### config.mk
export PLATFORM = sky130hd
export DESIGN_NAME = ex_result_buffer
export DESIGN_NICKNAME = d
export VERILOG_FILES = /design/src/rtl/ex_result_buffer_pkg.sv /design/src/rtl/ex_lane_fifo.sv /design/src/rtl/ex_result_buffer.sv
export SDC_FILE = /design/constraint.sdc
export NUM_CORES = 1
export LEC_CHECK = 0
export BUFFER_PORTS_ARGS = -buffer_cell sky130_fd_sc_hd__buf_2
export CAP_MARGIN = 15
export CORE_ASPECT_RATIO = 1.1
export CORE_MARGIN = 2
export CORE_UTILIZATION = 45
export DETAILED_ROUTE_END_ITERATION = 12
export PLACE_DENSITY = 0.7
export SYNTH_ARGS = -nofsm -noshare
export SYNTH_HDL_FRONTEND = slang
export SYNTH_HIERARCHICAL = 1
export SYNTH_SLANG_ARGS = --single-unit
export TNS_END_PERCENT = 10
### constraint.sdc
create_clock -name clock -period 11.8 [get_ports clock]
set_input_delay 1.77 -clock clock [delete_from_list [all_inputs] [get_ports clock]]
set_output_delay 1.77 -clock clock [all_outputs]
set_load 0.005 [all_outputs]
### src/rtl/ex_result_buffer_pkg.sv
// ex_result_buffer_pkg
//   Shared types and system-wide sizing for the execute result staging path.
//   result_packet_t : one functional-unit result as presented to cq.
//   EX_BUF_DEPTH    : entries per execute-lane result FIFO.
package ex_result_buffer_pkg;

    localparam int unsigned ROB_IDX_W    = 5;
    localparam int unsigned XLEN         = 32;
    localparam int unsigned EX_BUF_DEPTH = 2;

    typedef struct packed {
        logic                 valid;
        logic [ROB_IDX_W-1:0] rob_index;
        logic [XLEN-1:0]      result;
    } result_packet_t;

endpackage

### src/rtl/ex_lane_fifo.sv
// ex_lane_fifo
//   One execute lane's result FIFO.
//   Ports:
//     clock, reset (async, active-high), squash (sync flush)
//     push  : enqueue din this cycle (caller guarantees the FIFO is not full)
//     pop   : dequeue the head this cycle (caller guarantees it is not empty)
//     din   : result to enqueue
//     head  : oldest entry; head.valid is 1 exactly when count != 0
//     count : number of entries held
module ex_lane_fifo
    import ex_result_buffer_pkg::*;
#(
    parameter int unsigned DEPTH = EX_BUF_DEPTH
)(
    input  logic                         clock,
    input  logic                         reset,
    input  logic                         squash,
    input  logic                         push,
    input  logic                         pop,
    input  result_packet_t               din,
    output result_packet_t               head,
    output logic [$clog2(DEPTH+1)-1:0]   count
);

    localparam int unsigned CW = $clog2(DEPTH+1);
    localparam int unsigned PW = (DEPTH > 1) ? $clog2(DEPTH) : 1;

    result_packet_t mem [DEPTH];
    logic [PW-1:0]  rd_ptr;
    logic [PW-1:0]  wr_ptr;

    // DEPTH need not be a power of two, so wrap explicitly.
    function automatic logic [PW-1:0] wrap_inc(input logic [PW-1:0] p);
        return (p == PW'(DEPTH-1)) ? '0 : p + PW'(1);
    endfunction

    always_ff @(posedge clock or posedge reset) begin
        if (reset) begin
            rd_ptr <= '0;
            wr_ptr <= '0;
            count  <= '0;
        end else if (squash) begin
            rd_ptr <= '0;
            wr_ptr <= '0;
            count  <= '0;
        end else begin
            if (push) wr_ptr <= wrap_inc(wr_ptr);
            if (pop)  rd_ptr <= wrap_inc(rd_ptr);
            if (push && !pop)
                count <= count + CW'(1);
            else if (pop && !push)
                count <= count - CW'(1);
        end
    end

    // Storage needs no reset: validity comes from count alone.
    always_ff @(posedge clock) begin
        if (push && !squash)
            mem[wr_ptr] <= din;
    end

    always_comb begin
        head       = mem[rd_ptr];
        head.valid = (count != '0);
    end

endmodule

### src/rtl/ex_result_buffer.sv
// ex_result_buffer
//   Per-lane result staging between the functional units and cq.
//   Each lane has an independent FIFO; cq back-pressures a lane via stall,
//   and the lane back-pressures its FU via fu_ready (registered count only).
//   Ports:
//     clock, reset (async, active-high), squash (sync flush of all lanes)
//     fu_result[i] / fu_ready[i] : FU offer / lane accept
//     execute[i]   / stall[i]    : result to cq / cq refuses this cycle
//     occupancy[i]               : entries held by lane i
//   Configuration macro: EX_RESULT_BYPASS_EN -- an empty lane forwards
//   fu_result straight to execute in the same cycle (0-cycle latency).
module ex_result_buffer
    import ex_result_buffer_pkg::*;
#(
    parameter int unsigned E_WIDTH = 7,
    parameter int unsigned DEPTH   = EX_BUF_DEPTH
)(
    input  logic                                     clock,
    input  logic                                     reset,
    input  logic                                     squash,
    input  result_packet_t [E_WIDTH-1:0]             fu_result,
    output logic [E_WIDTH-1:0]                       fu_ready,
    output result_packet_t [E_WIDTH-1:0]             execute,
    input  logic [E_WIDTH-1:0]                       stall,
    output logic [E_WIDTH-1:0][$clog2(DEPTH+1)-1:0]  occupancy
);

    localparam int unsigned CW = $clog2(DEPTH+1);

    for (genvar i = 0; i < E_WIDTH; i++) begin : g_lane
        result_packet_t head;
        logic [CW-1:0]  count;
        logic           push;
        logic           pop;

        // Full-lane-with-pop still refuses: no stall->fu_ready path.
        assign fu_ready[i] = !reset && (count < CW'(DEPTH));

`ifdef EX_RESULT_BYPASS_EN
        logic bypass;
        assign bypass     = (count == '0) && fu_result[i].valid && !reset;
        assign execute[i] = bypass ? fu_result[i] : head;
        // A bypassed result accepted by cq is consumed and never stored.
        assign push       = fu_result[i].valid && fu_ready[i] && !(bypass && !stall[i]);
`else
        assign execute[i] = head;
        assign push       = fu_result[i].valid && fu_ready[i];
`endif

        assign pop          = head.valid && !stall[i];
        assign occupancy[i] = count;

        ex_lane_fifo #(
            .DEPTH (DEPTH)
        ) u_fifo (
            .clock  (clock),
            .reset  (reset),
            .squash (squash),
            .push   (push),
            .pop    (pop),
            .din    (fu_result[i]),
            .head   (head),
            .count  (count)
        );
    end

endmodule

==> reports/results.ini, run 1 <==
[status]
outcome=finished clean

[layout]
nets=1853
fin_cells=2216
stdcell_area_um2=26100
synthToLayoutAreaGrowth_pct=24.5
layout-drive-gt1-share_pct=58.8

[clock_tree]
clock_path_buffers=3
cts_buffers=54
cts_root_buffer=clkbuf_16
cts_hold_buf=0
clock_sinks=546
cts_setup_buffers=0
tritoncts=done
htree_levels=2
clock_latency_ns=0.59
cts_resized=0
clkTransAtPathRegs_ns=0.06

[timing]
rsz0062_at_grt=false
slew-limit-headroom_pct=25.0
final_hold_viol_count=0
whs_ns=0.575
clock-skew-final_ns=0.0248
fin_crit_sh_pct=36.6
finalCriticalPeriod_ns=4.32
fmax_ghz=0.232
setup-tns-final_ns=0
setup_viol=0
drv_slew=0
tightest_slew_ns=1.12

[synth]
avgSynthCellArea_um2=21.5
ys.flop_type=edfxtp_1
yosysMostFrequentCell=edfxtp_1
yosys.area_share.simple_pct=3.46
synthCells=974
synth_top_family_by_area=multiplexers
synthDominantCellAreaShare_pct=74.2
synth_compound_area_share_pct=0.167
yosys.area.top_type=edfxtp_1
ys_types=19
netlist_area_um2=21000
async_reset_ff_share_pct=5.13
synth_xor_area_share_pct=0.877
synth_area_leaders=edfxtp_1, mux2_4, mux2_2
synth_common_cells=edfxtp_1, mux2_4, mux2_2
ys_ff_latch=546
syn-num-nets=1250
ys_seq_area_share_pct=77.5
muxShareOfSynthArea_pct=16.4
synth_edf_count=518
ys_warn_count=6
synth_fa_ha_area_share_pct=0

[worst_setup_path]
crit_type=primary input to output port
end_kind=output port
critPathLaunchType=primary input
required_ns=10.03
cp_max_fo=21
crit_arrival_ns=2.55

[floorplanning]
die_x_um=210
start_util_pct=45.8
die_y_um=230
pin_count=563
rows=82
core_area_um2=45800
die_area_um2=48300

[placed_design]
io_buffers=562
hpwlAfterDp_um=32900
routabilityCongestion=0.803
placed_cell_area_um2=24400
place_inst=2109

[grt]
track_usage_pct=18.8
grt_overflow=0
antenna_found_initial=11
grt_pass1_wl_um=68400
grt_max_degree=43
first_global_vias=11894

[routing]
routedWlPerCell_um=21.2
first_iter_violations=671
ant_nets=0
via_count=11026
firstDrtPassIters=5
drc_errors=0
viasPerCell=4.98
wl_um=46900

[pwr]
power_density_nw_per_um2=175
p_leak_nw=10.1
peakVddDrop_mv=0.148

[run]
cap_violations=0

[min_path]
min_path_type=flop to flop

[layout make-up]
type	count	area, µm²
clock buffer	65	1430
clock inverter	33	278
timing repair buffer	576	2920
fill	3515	19700
tap	588	736
multi-input combinational	392	4420
antenna	9	22.5
inverter	7	26.3
sequential	546	16300
[power by group]
| group | total, mW | switching [mW] | leakage (nW) | internal, mW |
|---|---|---|---|---|
| clock | 1.65 | 0.699 | 0.833 | 0.951 |
| combinational | 0.596 | 0.235 | 4.16 | 0.361 |
| sequential | 2.32 | 0.126 | 5.06 | 2.20 |
| total | 4.57 | 1.06 | 10.1 | 3.51 |
[registers in the layout (all words and copies together), names as in the netlist]
name / flops
g_lane.u_fifo/wr_ptr: 7
g_lane.u_fifo/count: 14
g_lane.u_fifo/mem: 518
g_lane.u_fifo/rd_ptr: 7
[worst max-delay path, cell delays in order]
cell and delay [ns]:
buf_2 0.09, buf_4 0.24, nor2_1 0.26, buf_2 0.16
[stage by stage]
| stage | power (mW) | worst slack, ns | utilization, % |
|---|---|---|---|
| after floorplan | 2.69 | 6.23 | - |
| after global placement | 2.96 | 7.49 | 53.3 |
| after detailed placement | 2.97 | 7.46 | 53.3 |
| after CTS | 4.62 | 7.46 | 57.0 |
| after global routing | 4.74 | 7.48 | 57.0 |
| final | 4.57 | 7.48 | 57.0 |
[final timing paths]
| path | from | cells past startpoint | end | slack, ns |
|---|---|---|---|---|
| max in group asynchronous | reset | 3 | g_lane[0].u_fifo/rd_ptr | 10.23 |
| max reg2reg | g_lane[2].u_fifo/count[1] | 3 | g_lane[2].u_fifo/mem[0][36] | 9.28 |
| min reg2reg | g_lane[0].u_fifo/wr_ptr | 2 | g_lane[0].u_fifo/wr_ptr | 0.58 |
| min in group asynchronous | reset | 3 | g_lane[6].u_fifo/wr_ptr | 1.36 |
| max | reset | 4 | fu_ready[1] | 7.48 |
| min | g_lane[0].u_fifo/wr_ptr | 2 | g_lane[0].u_fifo/wr_ptr | 0.58 |
[metal layers]
layer,wire length (µm),vias up,GRT usage (%)
met4,1130,6,5.96
met5,43,-,0
li1,-,5038,-
met1,17200,5495,20.8
met2,24700,408,33.8
met3,3850,79,6.50
[cell families after synthesis]
logic type,count (synthesis)
flip-flops,546
multiplexers,259
AND/OR/NAND/NOR,105
buffers and inverters,36
XOR/XNOR,21
AO/OA/AOI/OAI,7
[cell usage in the layout, fill, tap and decap left out, drive strengths merged]
cell      count
buf         576
edfxtp      518
mux2        259
clkbuf       65
nor2         28
dfrtp        28
nor3b        28
clkinv       23
xnor2        14
and3b        14
nor3         14
diode         9
inv           9
nor2b         7
o21ai         7
xor2          7
and2          7
or2           7
bufinv        4
clkinvlp      4
(Power assumes the default switching activity.)
==> inputs of run 2 (changes only) <==
- ABC_AREA: not set -> 1
- PLACE_DENSITY: 0.7 -> 0.73
- clock period: 11.8 -> 3.9 ns (I/O delays scaled with it)
==> reports/results.ini, run 2 <==
[routing]
viasPerCell=5.00
wl_um=47200
firstDrtPassIters=5
drc_errors=0
first_iter_violations=582
routedWlPerCell_um=20.4
ant_nets=0
via_count=11595

[grt]
grt_pass1_wl_um=69200
first_global_vias=12008
grt_overflow=0
antenna_found_initial=18
track_usage_pct=19.3
grt_max_degree=40

[clock_tree]
cts_hold_buf=1
clkTransAtPathRegs_ns=0.06
cts_buffers=52
cts_resized=0
cts_setup_buffers=0
clock_sinks=546
clock_path_buffers=3
htree_levels=2
tritoncts=done
clock_latency_ns=0.58
cts_root_buffer=clkbuf_16

[worst_setup_path]
crit_family=flip-flops
end_kind=output port
cp_cell_sequence=buf_4 > mux2_2 > buf_2
path_buf_inv=2
setup.worst_path.start=g_lane[6].u_fifo/rd_ptr
critPathLaunchType=flop
worstReg2RegEnd=g_lane[4].u_fifo/mem[1][13]
timing.rr.start=g_lane[4].u_fifo/count[1]
slowest_stage=dfrtp_1
crit_arrival_ns=2.38
cp_max_fo=19
reg2reg_depth=6
max_stage_delay_ns=0.91
required_ns=3.31
crit_path_end=execute[250]
path_depth=3
crit_type=flop to output port
reg2reg_slack_ns=1.74

[layout]
utilization_pct=56.7
stdcell_area_um2=25800
nets=1964
final_cell_mix=buf_2, edfxtp_1, mux2_2
fill_cells=3490
fin_cells=2318
synthToLayoutAreaGrowth_pct=24.7
layout-drive-gt1-share_pct=54.1
top_regs=g_lane.u_fifo/mem (518), g_lane.u_fifo/count (14)
top_register=g_lane.u_fifo/mem
final_common_cell=buf_2
largest_register_ffs=518

[pwr]
power_density_nw_per_um2=543
p_leak_nw=9.99
peakVddDrop_mv=0.441

[synth]
ys.flop_type=edfxtp_1
ys_warn_count=6
avgSynthCellArea_um2=19.2
synth_area_leaders=edfxtp_1, mux2_2, mux2_4
ys_ff_latch=546
synthDominantCellAreaShare_pct=75.2
yosys.area.top_type=edfxtp_1
synth_edf_count=518
netlist_area_um2=20700
ys_seq_area_share_pct=78.6
yosysMostFrequentCell=edfxtp_1
ys_types=16
async_reset_ff_share_pct=5.13
synthCells=1079
synth_common_cells=edfxtp_1, mux2_2, inv_1
syn-num-nets=1355

[timing]
tightest_slew_ns=0.979
fmax_ghz=0.337
clock-skew-final_ns=0.00915
slew-limit-headroom_pct=34.7
final_hold_viol_count=0
whs_ns=0.188
setup-tns-final_ns=0
setup_viol=0
fin_crit_sh_pct=76.0
rsz0062_at_grt=false
finalCriticalPeriod_ns=2.96
drv_slew=0

[floorplanning]
core_area_um2=45500
start_util_pct=45.5
die_area_um2=47700
die_y_um=229
pin_count=563
rows=82
die_x_um=208

[placed_design]
io_buffers=562
routabilityCongestion=0.798
hpwlAfterDp_um=33900
placed_cell_area_um2=24200
place_inst=2221

[min_path]
worstHoldStart=fu_result[208]
min_path_type=primary input to flop

[status]
outcome=finished clean

[run]
cap_violations=0

-- run 2: changes by cell type in the layout (fill, tap and decap cells not counted), moves of 11 or more --
cell     change
nand4_1     +14
inv_1       +70
nor2_4      +14
nor3b_2     -17
nor2_1      -15
nor3b_1     -11
and3b_1     -12
xnor2_1     -14
mux2_2      +84
mux2_4      -84
nand3_1     +35
nand2_1     +70
-- run 2: worst min-delay path by stage --
stage                             endpoint  cells past startpoint  slack (ns)
2_1_floorplan    g_lane[0].u_fifo/count[0]                      1        0.35
3_3_place_gp       g_lane[3].u_fifo/rd_ptr                      1        0.46
3_5_place_dp       g_lane[3].u_fifo/rd_ptr                      1        0.46
4_1_cts        g_lane[6].u_fifo/mem[1][14]                      1        0.14
5_1_grt        g_lane[6].u_fifo/mem[1][14]                      1        0.15
6_report       g_lane[5].u_fifo/mem[1][18]                      1        0.19
-- run 2: final cells by class --
class | instances | area, µm² | share of cell area [%]
Sequential cell | 546 | 16300 | 63.1
Multi-Input combinational cell | 427 | 3970 | 15.4
Timing Repair Buffer | 583 | 2970 | 11.5
Clock buffer | 60 | 1350 | 5.25
Tap cell | 588 | 736 | 2.85
Inverter | 78 | 293 | 1.14
Clock inverter | 27 | 171 | 0.665
Antenna cell | 9 | 22.5 | 0.0874
-- run 2: stage by stage --
step / power [mW] / worst slack [ns]
global placement: 9.47 / 1.19
floorplan: 8.45 / 0.934
detailed placement: 9.53 / 1.15
global route: 14.6 / 0.793
finish: 14.0 / 0.937
CTS: 14.1 / 0.881
-- run 2: cell families (layout without fill, tap and decap cells) --
kind of cell	after synthesis	in the layout	synth area share, %
AOI/OAI and AO/OA	21	21	0.508
buffers and inverters	106	748	2.69
DFF	546	546	78.6
muxes	259	259	15.1
other	0	9	0
and+or+nand+nor	147	147	3.06
-- run 2: routing by layer --
| layer | global-route usage, % | vias to the layer above | part of all wire [%] |
|---|---|---|---|
| met1 | 21.5 | 5705 | 37 |
| met3 | 6.66 | 110 | 8.6 |
| li1 | - | 5306 | - |
| met2 | 33.7 | 458 | 51 |
| met5 | 0 | - | 0.20 |
| met4 | 7.96 | 16 | 3.5 |
-- run 2: where the power goes --
group          internal (mW)  switching (mW)  leakage [nW]  total (mW)
clock network           2.54            2.07         0.757        4.61
registers               6.74           0.229          5.06        6.97
logic                   1.20            1.23          4.18        2.43
total                   10.5            3.53          9.99        14.0
